--- config.mk ---
export PLATFORM = sky130hd
export DESIGN_NAME = frame_pad_writer_flat
export DESIGN_NICKNAME = d
export VERILOG_FILES = /design/src/rtl/pad_pkg.sv /design/src/rtl/frame_pad_writer_if.sv /design/src/rtl/pad_raster_counter.sv /design/src/rtl/frame_pad_writer.sv /design/src/flat_wrapper.sv
export SDC_FILE = /design/constraint.sdc
export NUM_CORES = 1
export LEC_CHECK = 0
export CAP_MARGIN = 20
export CORE_MARGIN = 2
export CORE_UTILIZATION = 54
export CTS_CLUSTER_SIZE = 28
export DETAILED_ROUTE_END_ITERATION = 8
export GPL_ROUTABILITY_DRIVEN = 0
export GPL_TIMING_DRIVEN = 0
export PLACE_DENSITY = 0.82
export SLEW_MARGIN = 20
export SYNTH_ARGS = -nofsm -noshare
export SYNTH_HDL_FRONTEND = slang
export SYNTH_SLANG_ARGS = --single-unit
--- constraint.sdc ---
create_clock -name clk -period 2.2 [get_ports clk]
set_input_delay 0.66 -clock clk [delete_from_list [all_inputs] [get_ports clk]]
set_output_delay 0.66 -clock clk [all_outputs]
set_load 0.1 [all_outputs]
--- src/rtl/pad_pkg.sv ---
// Shared constants and state type for the zero-padded frame buffer.
// The window reader imports the same geometry.
package pad_pkg;

    localparam int unsigned IMG_W       = 256;
    localparam int unsigned IMG_H       = 32;
    localparam int unsigned PAD_W       = IMG_W + 2;
    localparam int unsigned PAD_H       = IMG_H + 2;
    localparam int unsigned FRAME_WORDS = PAD_W * PAD_H;

    typedef enum logic [1:0] {
        IDLE,
        SCAN,
        DONE
    } state_e;

endpackage

--- src/rtl/frame_pad_writer_if.sv ---
// Pixel-stream input plus padded-RAM write port of the frame pad writer.
interface frame_pad_writer_if #(
    parameter int unsigned PIX_W  = 8,
    parameter int unsigned ADDR_W = 14
);

    logic              in_valid;
    logic [PIX_W-1:0]  in_pixel;
    logic              in_ready;
    logic              mem_we;
    logic [ADDR_W-1:0] mem_addr;
    logic [PIX_W-1:0]  mem_wdata;

    modport slave (
        input  in_valid,
        input  in_pixel,
        output in_ready,
        output mem_we,
        output mem_addr,
        output mem_wdata
    );

    modport master (
        output in_valid,
        output in_pixel,
        input  in_ready,
        input  mem_we,
        input  mem_addr,
        input  mem_wdata
    );

endinterface

--- src/rtl/pad_raster_counter.sv ---
// Row/column/address walker over the padded frame in raster order.
// Flags border positions and the final position of the frame.
module pad_raster_counter #(
    parameter int unsigned IMG_W  = 256,
    parameter int unsigned IMG_H  = 32,
    parameter int unsigned ADDR_W = 14
) (
    input  logic              clk,
    input  logic              rst,
    input  logic              clear,
    input  logic              advance,
    output logic [ADDR_W-1:0] addr,
    output logic              is_border,
    output logic              is_last
);

    localparam int unsigned PAD_W = IMG_W + 2;
    localparam int unsigned PAD_H = IMG_H + 2;
    localparam int unsigned CW    = $clog2(PAD_W);
    localparam int unsigned RW    = $clog2(PAD_H);

    logic [RW-1:0]     r_q;
    logic [CW-1:0]     c_q;
    logic [ADDR_W-1:0] addr_q;
    logic              last_col;
    logic              last_row;

    assign last_col  = (c_q == CW'(PAD_W - 1));
    assign last_row  = (r_q == RW'(PAD_H - 1));
    assign is_last   = last_col && last_row;
    assign is_border = (r_q == '0) || last_row || (c_q == '0) || last_col;
    assign addr      = addr_q;

    always_ff @(posedge clk or posedge rst) begin
        if (rst) begin
            r_q    <= '0;
            c_q    <= '0;
            addr_q <= '0;
        end else if (clear) begin
            r_q    <= '0;
            c_q    <= '0;
            addr_q <= '0;
        end else if (advance) begin
            // Wrap to the origin after the last word so r never leaves its range.
            if (last_col) begin
                c_q <= '0;
                r_q <= last_row ? '0 : r_q + RW'(1);
            end else begin
                c_q <= c_q + CW'(1);
            end
            addr_q <= is_last ? '0 : addr_q + ADDR_W'(1);
        end
    end

endmodule

--- src/rtl/frame_pad_writer.sv ---
// Streams one raw frame into the zero-padded frame RAM: border words are
// written as zero without consuming input, interior words take one pixel each.
module frame_pad_writer #(
    parameter int unsigned IMG_W  = pad_pkg::IMG_W,
    parameter int unsigned IMG_H  = pad_pkg::IMG_H,
    parameter int unsigned PIX_W  = 8,
    parameter int unsigned ADDR_W = 14
) (
    input  logic               clk,
    input  logic               rst,
    input  logic               start,
    frame_pad_writer_if.slave  bus,
    output logic               busy,
    output logic               done
);

    import pad_pkg::*;

    state_e            state_q;
    state_e            state_d;
    logic              clear;
    logic              write_now;
    logic [ADDR_W-1:0] cnt_addr;
    logic              is_border;
    logic              is_last;

    logic              we_q;
    logic [ADDR_W-1:0] addr_q;
    logic [PIX_W-1:0]  wdata_q;

    pad_raster_counter #(
        .IMG_W  (IMG_W),
        .IMG_H  (IMG_H),
        .ADDR_W (ADDR_W)
    ) u_counter (
        .clk       (clk),
        .rst       (rst),
        .clear     (clear),
        .advance   (write_now),
        .addr      (cnt_addr),
        .is_border (is_border),
        .is_last   (is_last)
    );

    always_comb begin
        state_d   = state_q;
        clear     = 1'b0;
        write_now = 1'b0;
        unique case (state_q)
            IDLE: begin
                if (start) begin
                    state_d = SCAN;
                    clear   = 1'b1;
                end
            end
            SCAN: begin
                write_now = is_border || bus.in_valid;
                if (write_now && is_last) begin
                    state_d = DONE;
                end
            end
            DONE:    state_d = IDLE;
            default: state_d = IDLE;
        endcase
    end

    always_ff @(posedge clk or posedge rst) begin
        if (rst) begin
            state_q <= IDLE;
        end else begin
            state_q <= state_d;
        end
    end

    // Address and data hold their last values between write strobes.
    always_ff @(posedge clk or posedge rst) begin
        if (rst) begin
            we_q    <= 1'b0;
            addr_q  <= '0;
            wdata_q <= '0;
        end else begin
            we_q <= write_now;
            if (write_now) begin
                addr_q  <= cnt_addr;
                wdata_q <= is_border ? '0 : bus.in_pixel;
            end
        end
    end

    assign bus.in_ready  = (state_q == SCAN) && !is_border;
    assign bus.mem_we    = we_q;
    assign bus.mem_addr  = addr_q;
    assign bus.mem_wdata = wdata_q;
    assign busy          = (state_q != IDLE);
    assign done          = (state_q == DONE);

endmodule

--- src/flat_wrapper.sv ---
// flat-port wrapper written by rule: the top's interface ports become plain ports
module frame_pad_writer_flat import pad_pkg::*;
#(
    parameter int unsigned IMG_W  = pad_pkg::IMG_W,
    parameter int unsigned IMG_H  = pad_pkg::IMG_H,
    parameter int unsigned PIX_W  = 8,
    parameter int unsigned ADDR_W = 14
)
  (clk, rst, start, busy, done, bus_in_valid, bus_in_pixel, bus_in_ready, bus_mem_we, bus_mem_addr, bus_mem_wdata);
  frame_pad_writer_if #(.PIX_W(PIX_W), .ADDR_W(ADDR_W)) bus_i ();
  input  logic clk;
  input  logic rst;
  input  logic start;
  output logic busy;
  output logic done;
  input wire logic [$bits(bus_i.in_valid)-1:0] bus_in_valid;
  input wire logic [$bits(bus_i.in_pixel)-1:0] bus_in_pixel;
  output wire logic [$bits(bus_i.in_ready)-1:0] bus_in_ready;
  output wire logic [$bits(bus_i.mem_we)-1:0] bus_mem_we;
  output wire logic [$bits(bus_i.mem_addr)-1:0] bus_mem_addr;
  output wire logic [$bits(bus_i.mem_wdata)-1:0] bus_mem_wdata;
  assign bus_i.in_valid = bus_in_valid;
  assign bus_i.in_pixel = bus_in_pixel;
  assign bus_in_ready = bus_i.in_ready;
  assign bus_mem_we = bus_i.mem_we;
  assign bus_mem_addr = bus_i.mem_addr;
  assign bus_mem_wdata = bus_i.mem_wdata;
  frame_pad_writer #(.IMG_W(IMG_W), .IMG_H(IMG_H), .PIX_W(PIX_W), .ADDR_W(ADDR_W)) u_core (.clk(clk), .rst(rst), .start(start), .bus(bus_i), .busy(busy), .done(done));
endmodule
# After elaboration in Yosys (flattened, before gate mapping)
# Cells that the tools add are included.
[word_totals]
register_bits = 54
latchBits = 0
ram_bits = 0
romBits = 0
inputBits = 12
out_inout_bits = 26
word_cells = 49
mem_count = 0
[op_classes]
add_sub_neg = 3
multipliers = 0
div = 0
magnitude_cmp = 0
n_eq_ne = 6
shifts = 0
muxes = 17
n_bitwise = 0
reduce_logical = 16
[op_table]
columns = ["cell", "count"]
rows = [
  ["$mux W14", 3],
  ["$mux W9", 3],
  ["$mux W6", 4],
  ["$add A14 B1 Y14 const B", 1],
  ["$add A9 B1 Y9 const B", 1],
  ["$eq A9 B9 Y1 const B", 1],
  ["$logic_not A9 Y1", 1],
  ["$mux W8", 1],
  ["$add A6 B1 Y6 const B", 1],
  ["$eq A6 B6 Y1 const B", 1],
  ["$logic_not A6 Y1", 1],
  ["$reduce_bool A2 Y1", 3],
  ["$logic_or A1 B1 Y1", 4],
  ["$mux W2", 2],
  ["$pmux W2 S2", 1],
  ["$reduce_and A2 Y1", 2],
  ["$logic_and A1 B1 Y1", 3],
  ["$mux W1", 3],
  ["$eq A2 B1 Y1 const B", 1],
  ["$eq A2 B2 Y1 const B", 1],
  ["$logic_not A2 Y1", 1],
  ["$ne A2 B1 Y1 const B", 1],
  ["$ne A2 B2 Y1 const B", 1],
  ["$logic_not A1 Y1", 1],
]

# Logic depth before layout (Yosys ltp)
# Gate-level depths: netlist of run 1.
[depth]
depth_word = 8
depth_mapped = 10
ltp_nobuf = 8

# By module
# From an unflattened synthesis of run 1, not the netlist that was laid out.
[hier_totals]
hier_cells = 239
hier_area_um2 = 2642.5
[by_module_without_submodules]
columns = ["mod", "instances", "cells_each", "area_each_um2", "seq_area_each_um2"]
rows = [
  ["pad_raster_counter", 1, 172, 1634.1, 725.7],
  ["frame_pad_writer", 1, 67, 1008.5, 625.6],
]

# Worst setup path before layout of run 1
# No wires, ideal clock.
[synth_path]
kind = "register -> output"
start = "reg u_core.u_counter.c_q[0]"
end = "out bus_in_ready"
arrival_time_ns = 2.453
required_time_ns = 1.540
path_slack_ns = -0.913
path_stages_with_launch = 5
n_path_buf = 0
path_cell_list = "dfrtp_1 -> ha_1 -> mux2_2 -> a32o_2 -> nor2_1"
[synth_via]
elab_chain_len = 5
elab_cells_between_ends = 6
classes_between = "eq/ne (1); reduce/logical (5)"
[synth_lines]
columns = ["item", "line", "text"]
rows = [
  ["start: declaration", "pad_raster_counter.sv:23", "logic [CW-1:0] c_q;"],
  ["start signal: assignment", "pad_raster_counter.sv:49", "c_q <= c_q + CW'(1);"],
  ["$logic_not A9 Y1", "pad_raster_counter.sv:31", "assign is_border = (r_q == '0) || last_row || (c_q == '0) || last_col;"],
  ["$logic_or A1 B1 Y1", "pad_raster_counter.sv:31", ""],
  ["$logic_or A1 B1 Y1 *", "pad_raster_counter.sv:31", ""],
  ["$logic_not A1 Y1 *", "frame_pad_writer.sv:90", "assign bus.in_ready = (state_q == SCAN) && !is_border;"],
  ["$logic_and A1 B1 Y1 *", "frame_pad_writer.sv:90", ""],
  ["end: declaration", "flat_wrapper.sv:18", "output wire logic [$bits(bus_i.in_ready)-1:0] bus_in_ready;"],
]
# Every way passes the cells marked *; elsewhere a longest branch is shown, timed or not.

# Worst setup path in the final report of run 1
[layout_path]
start = "reg u_core.u_counter.c_q[1]"
end = "out bus_in_ready"
# The elaborated chain is that of the path after synthesis.

==> flow_summary.ini, run 1 <==
[run_status]
status = finished with violations
violations = setup timing

[final_layout]
multi_input_area_um2 = 1300
nets = 351
drive_gt1_share_pct = 22.2
antenna_cells = 0
layout_commonest_cell = nand2_1
layout.cells.non_filler = 400
syn2layout_area_growth_pct = 27.3
regArea_um2 = 1350
fill_cells = 341
layout_common_cells = nand2_1, dfrtp_1, o21ai_0, buf_4, clkbuf_2

[clock_network]
cts_buffer_depth = 2
numCtsBuffers = 5
clock_sinks = 54
htreeDepth = 2
insertion_delay_ps = 310
clkTransAtPathRegs_ps = 110
cts_root_buffer = clkbuf_8
cts_tree = done

[critical_path]
arrival_ps = 1810
reg2reg_to = u_core.u_counter.addr[11]
critPathSlowestCell = dfrtp_1
critPathMaxStageDelay_ps = 410
r2r_start = u_core.u_counter.c_q[2]
path_cells = inv_2 > ha_4 > mux2_4 > a32o_2 > nor2_4 > buf_12
regToRegSetupSlack_ps = -20
critPathLaunchType = flip-flop
critPathTopFamily = flip-flops
crit_buf_inv = 2
r2r_cells = 5
critical_path_class = reg2out
crit_required_ps = 1540
cp-end-kind = primary output
crit_fanout = 4

[floorplan]
pin_count = 38
dieArea_um2 = 5570
die_height_um = 74.7
core.rowCount = 25
core_um2 = 4750
die_x_um = 74.7
start_util_pct = 56.7

[yosys]
synth_top_cell_by_area = dfrtp_1
synth_top_area_share_pct = 50.1
syn_inst = 277
avgSynthCellArea_um2 = 9.73
synthTopCellsByArea = dfrtp_1, nand2_1, a22o_1
synth_fp_nets = 296
ys_seq_area_share_pct = 50.1
ys_ff_latch = 54
netlist_area_um2 = 2700
synth_cell_types = 51
synth_edf_count = 0
ys.flop_type = dfrtp_1
ys_warn_count = 0
synthArstFlopShare_pct = 100

[routing]
viasPerCell = 5.91
wl_um = 6430
vias = 2364
drt-pass1-iter-count = 4
ant_nets = 0
drtIter0Drc = 206
wl_per_cell_um = 16.1
drc = 0

[sta]
final-max-slew-violation-count = 0
fin_hold_ws_ps = 487
fin_crit_sh_pct = 112
max_slew_margin_pct = 36.9
clock.fmax_mhz = 405
finalHoldViolCount = 0
setup_viol = 2
rsz0062_at_grt = true
skew_ps = 14.1
min_period_ps = 2470
worst_pin_slew_ps = 950
worst_slack_ps = -267

[global_route]
grt_pass1_wl_um = 10100
grt_max_degree = 32
antenna_found_initial = 0
grt_pass1_vias = 2269
grtUsageTotal_pct = 23.6
grt-ovfl-total = 0

[worst_hold_path]
min_to = u_core.bus.mem_addr[4]
whs_path_depth = 2
holdCritPathClass = reg2reg
holdCritStartpoint = u_core.bus.mem_addr[4]

[power]
power_density_nw_per_um2 = 532
cellLeakagePower_nw = 1.56
peakVddDrop_mv = 0.317

[placement]
port_buffers = 37
dp.cells = 382
place_ws_ps = -978
dp.final_hpwl_um = 4100

[flow_run]
max_cap_violations = 0
-- cell families (layout without fill, tap and decap cells) --
family                     Yosys count  in the layout  synth area share, %
and+or+nand+nor                    124            124                 23.2
xor gates and xnor gates             3              3                0.975
muxes                                2              2                0.835
adders and majority gates            7              7                 3.25
AOI/OAI and AO/OA                   66             66                 17.5
DFF                                 54             54                 50.1
buffers and inverters               21             77                 4.18
-- routing by layer --
layer	share of wire (%)	vias to the layer above	global-route usage, %
met5	0	-	0
met4	2.2	0	9.72
met3	5.0	13	4.28
met2	48	74	38.2
met1	44	1183	31.7
li1	-	1094	-
-- what timing repair did --
item	in CTS	in global routing
resized for setup	49	53
hold endpoints to repair	0	0
gates cloned	0	2
pin swaps	2	5
setup endpoints to repair	31	58
setup buffers	4	5
hold buffers	0	0
-- cells in the mapped netlist, drive strengths merged, types with 2 or more instances --
cell and number:
a211o 3, a21o 4, a21oi 9, a221o 3
a22o 11, a31o 2, a31oi 2, and3 9
buf 9, clkbuf 2, dfrtp 54, ha 7
inv 10, mux2 2, nand2 57, nand2b 3
nand3 11, nand4 3, nand4b 3, nor2 14
nor2b 4, nor3 8, o21ai 19, o31ai 3
o41ai 3, or3 5, xor2 2
-- cell type report --
class | instances | share of cell area [%]
plain buffers | 10 | 2.84
multi-input cells | 202 | 38.0
flip-flops and latches | 54 | 39.4
clock buffers | 5 | 2.01
inverters | 10 | 1.09
repair buffers | 49 | 12.2
clock inverters | 3 | 2.01
well taps | 67 | 2.44
-- where the power goes --
group          leakage (nW)  internal (mW)  total, mW  switching (mW)
clock                0.0683          0.456      0.788           0.332
combinational         0.829         0.0212     0.0457          0.0245
sequential            0.658          0.992      0.992               0
-- tightest hold or removal path: cells and delay by family, from the launching register on --
| kind | cells | cell delay (ps) |
|---|---|---|
| flops | 1 | 360 |
| simple gates | 2 | 100 |
-- state kept, by name, summed over array words and instances (netlist names) --
register	cells
u_core.bus.mem_addr	14
u_core.u_counter.addr	14
u_core.u_counter.c_q	9
u_core.bus.mem_wdata	8
u_core.u_counter.r_q	6
u_core.state_q	2
u_core.bus.mem_we	1
-- worst max path at each step --
| stage | start | to | cells past startpoint |
|---|---|---|---|
| floorplan | u_core.u_counter.c_q[0] | bus_in_ready | 4 |
| global placement | u_core.u_counter.c_q[0] | bus_in_ready | 5 |
| detailed placement | u_core.u_counter.c_q[1] | bus_in_ready | 6 |
| CTS | u_core.u_counter.c_q[0] | bus_in_ready | 6 |
| global route | u_core.u_counter.c_q[1] | bus_in_ready | 6 |
| finish | u_core.u_counter.c_q[1] | bus_in_ready | 6 |
-- metrics by stage --
stage	total power [mW]	TNS, ps	area, µm²	utilization [%]
floorplan	1.03	-145	2710	-
global placement	1.05	-45820	3160	66.5
detailed placement	1.06	-5800	3180	66.9
CTS	1.84	-313	3350	70.4
global route	1.88	-733	3430	72.2
finish	1.83	-290	3430	72.2
Power figures use the tool's default switching activity.
==> inputs of run 2 (changes only) <==
CAP_MARGIN = not set   (was 20)
==> results of run 2 <==
Final layout, timing and power as in run 1 (identical DEF).
